$ cat src/rtl/isp_pkg.sv
// Shared constants, state encoding and address helper for the ISP DRAM scheduler.
package isp_pkg;

    localparam logic [3:0]  AXI_ID         = 4'd0;
    localparam logic [2:0]  AXI_SIZE_16B   = 3'b100;
    localparam logic [1:0]  AXI_BURST_INCR = 2'b01;
    localparam logic [31:0] DRAM_BASE      = 32'h0001_0000;
    localparam logic [31:0] DRAM_PIC_BYTES = 32'd3072;
    localparam int          CID_W          = 1;

    typedef enum logic [1:0] {
        ST_IDLE,
        ST_ADDR,
        ST_XFER,
        ST_RESP
    } sched_state_t;

    // Picture base address; wraps silently at 32 bits.
    function automatic logic [31:0] pic_addr(input logic [31:0] base,
                                             input logic [31:0] stride,
                                             input logic [3:0]  pic);
        return base + stride * {28'd0, pic};
    endfunction

endpackage

$ cat src/rtl/isp_rr_arb2.sv
// Two-requester round-robin arbiter; the pointer names the last client served.
module isp_rr_arb2
    import isp_pkg::*;
(
    input  logic             clk,
    input  logic             rst_n,
    input  logic [1:0]       i_req,
    input  logic             i_upd,
    input  logic [CID_W-1:0] i_upd_id,
    output logic             o_any,
    output logic [CID_W-1:0] o_gnt
);

    logic [CID_W-1:0] r_ptr;

    // Pointer starts at 1 so client 0 wins the first contested round.
    always_ff @(posedge clk or negedge rst_n) begin
        if (!rst_n) begin
            r_ptr <= 1'b1;
        end else if (i_upd) begin
            r_ptr <= i_upd_id;
        end
    end

    always_comb begin
        o_any = |i_req;
        o_gnt = 1'b0;
        if (&i_req) begin
            o_gnt = ~r_ptr;
        end else if (i_req[1]) begin
            o_gnt = 1'b1;
        end
    end

endmodule

$ cat src/rtl/isp_dram_sched.sv
// Shares one AXI4 DRAM port between the exposure (0) and focus/crop (1) clients,
// one read burst plus optional same-address write-back per transaction.
module isp_dram_sched
    import isp_pkg::*;
#(
    parameter logic [31:0] BASE_ADDR = DRAM_BASE,
    parameter logic [31:0] PIC_BYTES = DRAM_PIC_BYTES
) (
    input  logic             clk,
    input  logic             rst_n,
    input  logic [1:0]       req_valid,
    output logic [1:0]       req_ready,
    input  logic [7:0]       req_pic_no,
    input  logic [15:0]      req_len,
    input  logic [1:0]       req_wb,
    output logic [CID_W-1:0] gnt_id,
    output logic             busy,
    output logic             rd_beat_valid,
    output logic [127:0]     rd_beat_data,
    output logic             rd_beat_last,
    input  logic             rd_beat_ready,
    input  logic             wr_beat_valid,
    input  logic [127:0]     wr_beat_data,
    output logic             wr_beat_ready,
    output logic             done_valid,
    output logic [CID_W-1:0] done_id,
    output logic             done_err,
    output logic [3:0]       arid,
    output logic [31:0]      araddr,
    output logic [7:0]       arlen,
    output logic [2:0]       arsize,
    output logic [1:0]       arburst,
    output logic             arvalid,
    input  logic             arready,
    input  logic [127:0]     rdata,
    input  logic [1:0]       rresp,
    input  logic             rlast,
    input  logic             rvalid,
    output logic             rready,
    output logic [3:0]       awid,
    output logic [31:0]      awaddr,
    output logic [7:0]       awlen,
    output logic [2:0]       awsize,
    output logic [1:0]       awburst,
    output logic             awvalid,
    input  logic             awready,
    output logic [127:0]     wdata,
    output logic [15:0]      wstrb,
    output logic             wlast,
    output logic             wvalid,
    input  logic             wready,
    input  logic [1:0]       bresp,
    input  logic             bvalid,
    output logic             bready
);

    sched_state_t     r_state, w_next;
    logic [CID_W-1:0] r_gnt;
    logic [7:0]       r_len, r_rcnt, r_wcnt, r_arlen, r_awlen;
    logic [31:0]      r_araddr, r_awaddr;
    logic             r_wb, r_err, r_rdone, r_wdone, r_bdone, r_arvalid, r_awvalid;

    logic             w_any, w_grant, w_rd_act, w_wr_act;
    logic             w_r_hs, w_w_hs, w_b_hs, w_r_final, w_w_final;
    logic [CID_W-1:0] w_arb_gnt;
    logic [3:0]       w_sel_pic;
    logic [7:0]       w_sel_len;
    logic             w_sel_wb;

    isp_rr_arb2 u_arb (
        .clk      (clk),
        .rst_n    (rst_n),
        .i_req    (req_valid),
        .i_upd    (done_valid),
        .i_upd_id (r_gnt),
        .o_any    (w_any),
        .o_gnt    (w_arb_gnt)
    );

    assign w_sel_pic = w_arb_gnt ? req_pic_no[7:4] : req_pic_no[3:0];
    assign w_sel_len = w_arb_gnt ? req_len[15:8]   : req_len[7:0];
    assign w_sel_wb  = req_wb[w_arb_gnt];
    assign w_grant   = (r_state == ST_IDLE) && w_any;
    assign req_ready = w_grant ? (w_arb_gnt ? 2'b10 : 2'b01) : 2'b00;

    // Data streams pass straight through; only the handshakes are gated by phase.
    assign w_rd_act      = (r_state == ST_XFER) && !r_rdone;
    assign w_wr_act      = (r_state == ST_XFER) && r_wb && !r_wdone;
    assign rready        = w_rd_act && rd_beat_ready;
    assign rd_beat_valid = w_rd_act && rvalid;
    assign rd_beat_data  = rdata;
    assign rd_beat_last  = w_rd_act && rlast;
    assign wvalid        = w_wr_act && wr_beat_valid;
    assign wr_beat_ready = w_wr_act && wready;
    assign wdata         = wr_beat_data;
    assign wstrb         = '1;
    assign wlast         = w_wr_act && (r_wcnt == r_len);
    assign bready        = (r_state == ST_RESP) && r_wb && !r_bdone;

    assign w_r_hs    = rvalid && rready;
    assign w_w_hs    = wvalid && wready;
    assign w_b_hs    = bvalid && bready;
    assign w_r_final = w_r_hs && (r_rcnt == r_len);
    assign w_w_final = w_w_hs && (r_wcnt == r_len);

    assign done_valid = (r_state == ST_RESP) && (!r_wb || r_bdone);
    assign done_id    = r_gnt;
    assign done_err   = r_err;
    assign gnt_id     = r_gnt;
    assign busy       = (r_state != ST_IDLE);

    assign arid    = AXI_ID;
    assign arsize  = AXI_SIZE_16B;
    assign arburst = AXI_BURST_INCR;
    assign araddr  = r_araddr;
    assign arlen   = r_arlen;
    assign arvalid = r_arvalid;
    assign awid    = AXI_ID;
    assign awsize  = AXI_SIZE_16B;
    assign awburst = AXI_BURST_INCR;
    assign awaddr  = r_awaddr;
    assign awlen   = r_awlen;
    assign awvalid = r_awvalid;

    always_ff @(posedge clk or negedge rst_n) begin
        if (!rst_n) r_state <= ST_IDLE;
        else        r_state <= w_next;
    end

    always_comb begin
        w_next = r_state;
        case (r_state)
            ST_IDLE: if (w_any) w_next = ST_ADDR;
            ST_ADDR: if ((!r_arvalid || arready) && (!r_awvalid || awready)) w_next = ST_XFER;
            ST_XFER: if ((r_rdone || w_r_final) && (!r_wb || r_wdone || w_w_final)) w_next = ST_RESP;
            ST_RESP: if (done_valid) w_next = ST_IDLE;
            default: w_next = ST_IDLE;
        endcase
    end

    always_ff @(posedge clk or negedge rst_n) begin
        if (!rst_n) begin
            r_gnt     <= '0;
            r_len     <= '0;
            r_rcnt    <= '0;
            r_wcnt    <= '0;
            r_arlen   <= '0;
            r_awlen   <= '0;
            r_araddr  <= '0;
            r_awaddr  <= '0;
            r_wb      <= 1'b0;
            r_err     <= 1'b0;
            r_rdone   <= 1'b0;
            r_wdone   <= 1'b0;
            r_bdone   <= 1'b0;
            r_arvalid <= 1'b0;
            r_awvalid <= 1'b0;
        end else begin
            case (r_state)
                ST_IDLE: if (w_any) begin
                    r_gnt     <= w_arb_gnt;
                    r_len     <= w_sel_len;
                    r_wb      <= w_sel_wb;
                    r_err     <= 1'b0;
                    r_rcnt    <= '0;
                    r_wcnt    <= '0;
                    r_rdone   <= 1'b0;
                    r_wdone   <= 1'b0;
                    r_bdone   <= 1'b0;
                    r_araddr  <= pic_addr(BASE_ADDR, PIC_BYTES, w_sel_pic);
                    r_arlen   <= w_sel_len;
                    r_arvalid <= 1'b1;
                    if (w_sel_wb) begin
                        r_awaddr  <= pic_addr(BASE_ADDR, PIC_BYTES, w_sel_pic);
                        r_awlen   <= w_sel_len;
                        r_awvalid <= 1'b1;
                    end
                end
                ST_ADDR: begin
                    if (arready) r_arvalid <= 1'b0;
                    if (awready) r_awvalid <= 1'b0;
                end
                ST_XFER: begin
                    // rlast must coincide exactly with beat number len.
                    if (w_r_hs) begin
                        r_rcnt <= r_rcnt + 8'd1;
                        if ((rresp != 2'b00) || (rlast != (r_rcnt == r_len))) r_err <= 1'b1;
                        if (r_rcnt == r_len) r_rdone <= 1'b1;
                    end
                    if (w_w_hs) begin
                        r_wcnt <= r_wcnt + 8'd1;
                        if (r_wcnt == r_len) r_wdone <= 1'b1;
                    end
                end
                ST_RESP: if (w_b_hs) begin
                    r_bdone <= 1'b1;
                    if (bresp != 2'b00) r_err <= 1'b1;
                end
                default: ;
            endcase
        end
    end

endmodule

$ cat config.mk
export PLATFORM = sky130hd
export DESIGN_NAME = isp_dram_sched
export DESIGN_NICKNAME = d
export VERILOG_FILES = /design/src/rtl/isp_pkg.sv /design/src/rtl/isp_rr_arb2.sv /design/src/rtl/isp_dram_sched.sv
export SDC_FILE = /design/constraint.sdc
export NUM_CORES = 1
export LEC_CHECK = 0
export CAP_MARGIN = 10
export CORE_AREA = 2 2 263 265
export CTS_CLUSTER_SIZE = 40
export DETAILED_ROUTE_END_ITERATION = 6
export DIE_AREA = 0 0 265 267
export SLEW_MARGIN = 10
export SYNTH_ARGS = -nofsm -noshare
export SYNTH_HDL_FRONTEND = slang
export SYNTH_SLANG_ARGS = --single-unit
export TNS_END_PERCENT = 50
$ cat constraint.sdc
create_clock -name clk -period 2.6 [get_ports clk]
set_clock_uncertainty 0.1 [all_clocks]
set_input_delay 0.26 -clock clk [delete_from_list [all_inputs] [get_ports clk]]
set_output_delay 0.26 -clock clk [all_outputs]
set_load 0.01 [all_outputs]
==> metrics.yaml <==
fin_nets: 824
vias_per_cell: 2.39
ys_ff_latch: 57
instances_no_fill: 1402
drc: 0
leakage_nw: 2.41
netlist_instances: 644
cts_tree: "yes"
ant_nets: 0
final-hold-violation-count: 0
clockBufferDepth: 2
tns_ns: 0
cp-end-kind: "primary output"
grt_overflow_total: 0
syn_area_um2: 5560
cp-start-kind: "flip-flop"
yosysWarnings: 0
cts_root_buffer: "clkbuf_16"
synthToLayoutAreaGrowth_pct: 7.38
p_clk_frac: 0.262
internal-power_mw: 3.44
ys_types: 40
seqPwrFrac: 0.268
drv_cap: 0
crit_fanout: 6
irDropWorstVdd_mv: 0.459
gp_congestion: 0.729
hp-class: "in -> async"
num-fill-cells: 7937
first_global_vias: 3319
num_vias: 3346
grtUsageTotal: 0.0605
drive_gt1_frac: 0.148
hold_ws_ns: 0.342
maxSlewHeadroom: 0.310
timing_max_transition_violations_final: 0
final_cell_area_um2: 5970
rsz0062_at_grt: "no"
status: "finished clean"
dieWidth_um: 265
cp.arrival_ns: 2.08
power_switching_mw: 2.12
wl_per_cell_um: 15.8
worstSkewPairLatency_ns: 0.35
dr.pass1.iters: 4
core.rowCount: 96
dieHeight_um: 267
syn_avg_cell_area_um2: 8.63
final_cell_mix: "conb_1 (84), clkdlybuf4s50_1 (83), dfrtp_1 (56)"
setup_viol_count_final: 0
die_area_um2: 70800
grt_max_degree: 58
cts_buffers: 9
grt_pass1_wl_um: 28400
period_share: 0.937
placedCellCount: 1380
wirelength_um: 22100
final_common_cell: "conb_1"
io_buffers: 87
core-area_um2: 68000
ys_seq_area_frac: 0.257
drtIter0Drc: 96
pwr-share-comb: 0.470
clk_pin_slew_ns: 0.06
dp_hpwl_um: 18300
p_sw_frac: 0.381
p_per_area_nw_per_um2: 931
fin_crit_ns: 2.44
dpl_cell_area_um2: 5560
cp.required_ns: 2.24
cts_sinks: 57
initial_core_util: 0.0818
ios: 684
htreeDepth: 3
total_power_mw: 5.56
tightest_slew_ns: 1.03
worstSetupPathType: "reg -> out"
setup.worst_path.start: "r_state[0]"
fmax_ghz: 0.411
r2r-start: "u_arb.r_ptr"
antenna_found_initial: 6
-- power groups by stage --
stage               logic (mW)  clock network, mW  registers, mW
detailed placement        2.66                  0           1.50
global route              2.93               1.56           1.54
finish                    2.61               1.46           1.49
global placement          2.64                  0           1.50
CTS                       2.68               1.53           1.50
floorplan                 1.58                  0           1.56
-- cell families after synthesis --
family,after synthesis,share of synthesized area
other,2,0.00135
AO/OA/AOI/OAI,60,0.0614
flip-flops,57,0.257
multiplexers,19,0.0353
adder cells (fa/ha/maj),12,0.0284
buffers and inverters,364,0.477
XOR/XNOR,30,0.0473
AND/OR/NAND/NOR,100,0.0929
-- layout make-up --
class / count / area, um^2 / area share
antenna: 1 / 2.50 / 0.000419
clock buffer: 9 / 225 / 0.0377
clock inverter: 7 / 125 / 0.0210
inverter: 14 / 52.6 / 0.00880
multi-input combinational: 305 / 1810 / 0.303
sequential: 57 / 1430 / 0.239
tap: 882 / 1100 / 0.185
timing repair buffer: 127 / 1220 / 0.205
-- repair_timing --
item	in CTS	in global routing
hold endpoints to repair	56	0
setup buffers	0	4
setup endpoints to repair	5	20
gates resized for setup	3	6
hold buffers	1	0
-- synth_stat cells --
cell        n  area [um^2]
conb_1      2         7.51
fa_1        1         20.0
nor4b_1     1         8.76
nand2_1    24         90.1
buf_2       3         15.0
and3_1      4         25.0
xor2_1     20          175
buf_4     341         2560
a21boi_2    1         11.3
mux2_2      5         56.3
inv_1      14         52.6
dfrtp_1    56         1400
a31oi_1     4         25.0
dfstp_2     1         26.3
o21ai_0    28          140
nor3b_1     1         7.51
nor4b_4     1         23.8
xnor2_1    10         87.6
nand4_1     9         56.3
nor3b_2     1         12.5
nand4_2     1         12.5
nand3b_1    3         22.5
nand3_1     3         15.0
or2_2       2         12.5
ha_1       11          138
or3_1       1         6.26
clkbuf_1    6         22.5
a21oi_1    21          105
nor2b_1     4         25.0
nor4_1      2         12.5
and2_1      7         43.8
a21o_1      2         15.0
mux2i_1    14          140
nor2_2      2         12.5
o32a_1      1         10.0
o211ai_1    1         7.51
nor2_1     33          124
o31ai_1     1         7.51
nand2b_1    1         6.26
a211oi_4    1         20.0
-- per-layer routing --
| metal | global-route usage | wire length (um) |
|---|---|---|
| met5 | 0.0104 | 149 |
| met4 | 0.0577 | 2200 |
| met3 | 0.0506 | 4070 |
| met2 | 0.0826 | 8810 |
| met1 | 0.0541 | 6860 |
-- worst paths after layout --
check	slack (ns)	depth (start not counted)	endpoint
max	0.16	5	rd_beat_valid
min	0.34	3	awlen[6]
max reg2reg	0.38	10	araddr[14]
min reg2reg	0.38	2	araddr[12]
max in group asynchronous	1.75	3	u_arb.r_ptr
min in group clk	0.38	2	araddr[12]
-- worst max-delay path, cell delays in order (launching register included) --
cell	delay, ns
dfrtp_1	0.42
inv_2	0.08
ha_2	0.20
nor2b_2	0.30
and2_1	0.17
clkdlybuf4s50_1	0.55
-- registers in the layout (all words and copies together), names as in the netlist --
signal	flops
u_arb.r_ptr	1
awaddr	7
r_rdone	1
r_state	2
r_wb	1
r_rcnt	8
r_wdone	1
araddr	7
arvalid	1
awlen	8
arlen	8
r_wcnt	8
done_id	1
awvalid	1
done_err	1
r_bdone	1
-- per-stage QoR --
step | setup slack (ns) | util
floorplan | 0.168 | -
global placement | 0.0388 | 0.0818
detailed placement | -0.0135 | 0.0818
CTS | 0.00329 | 0.0872
global route | 0.0160 | 0.0878
finish | 0.165 | 0.0878
Power figures use the tool's default switching activity.
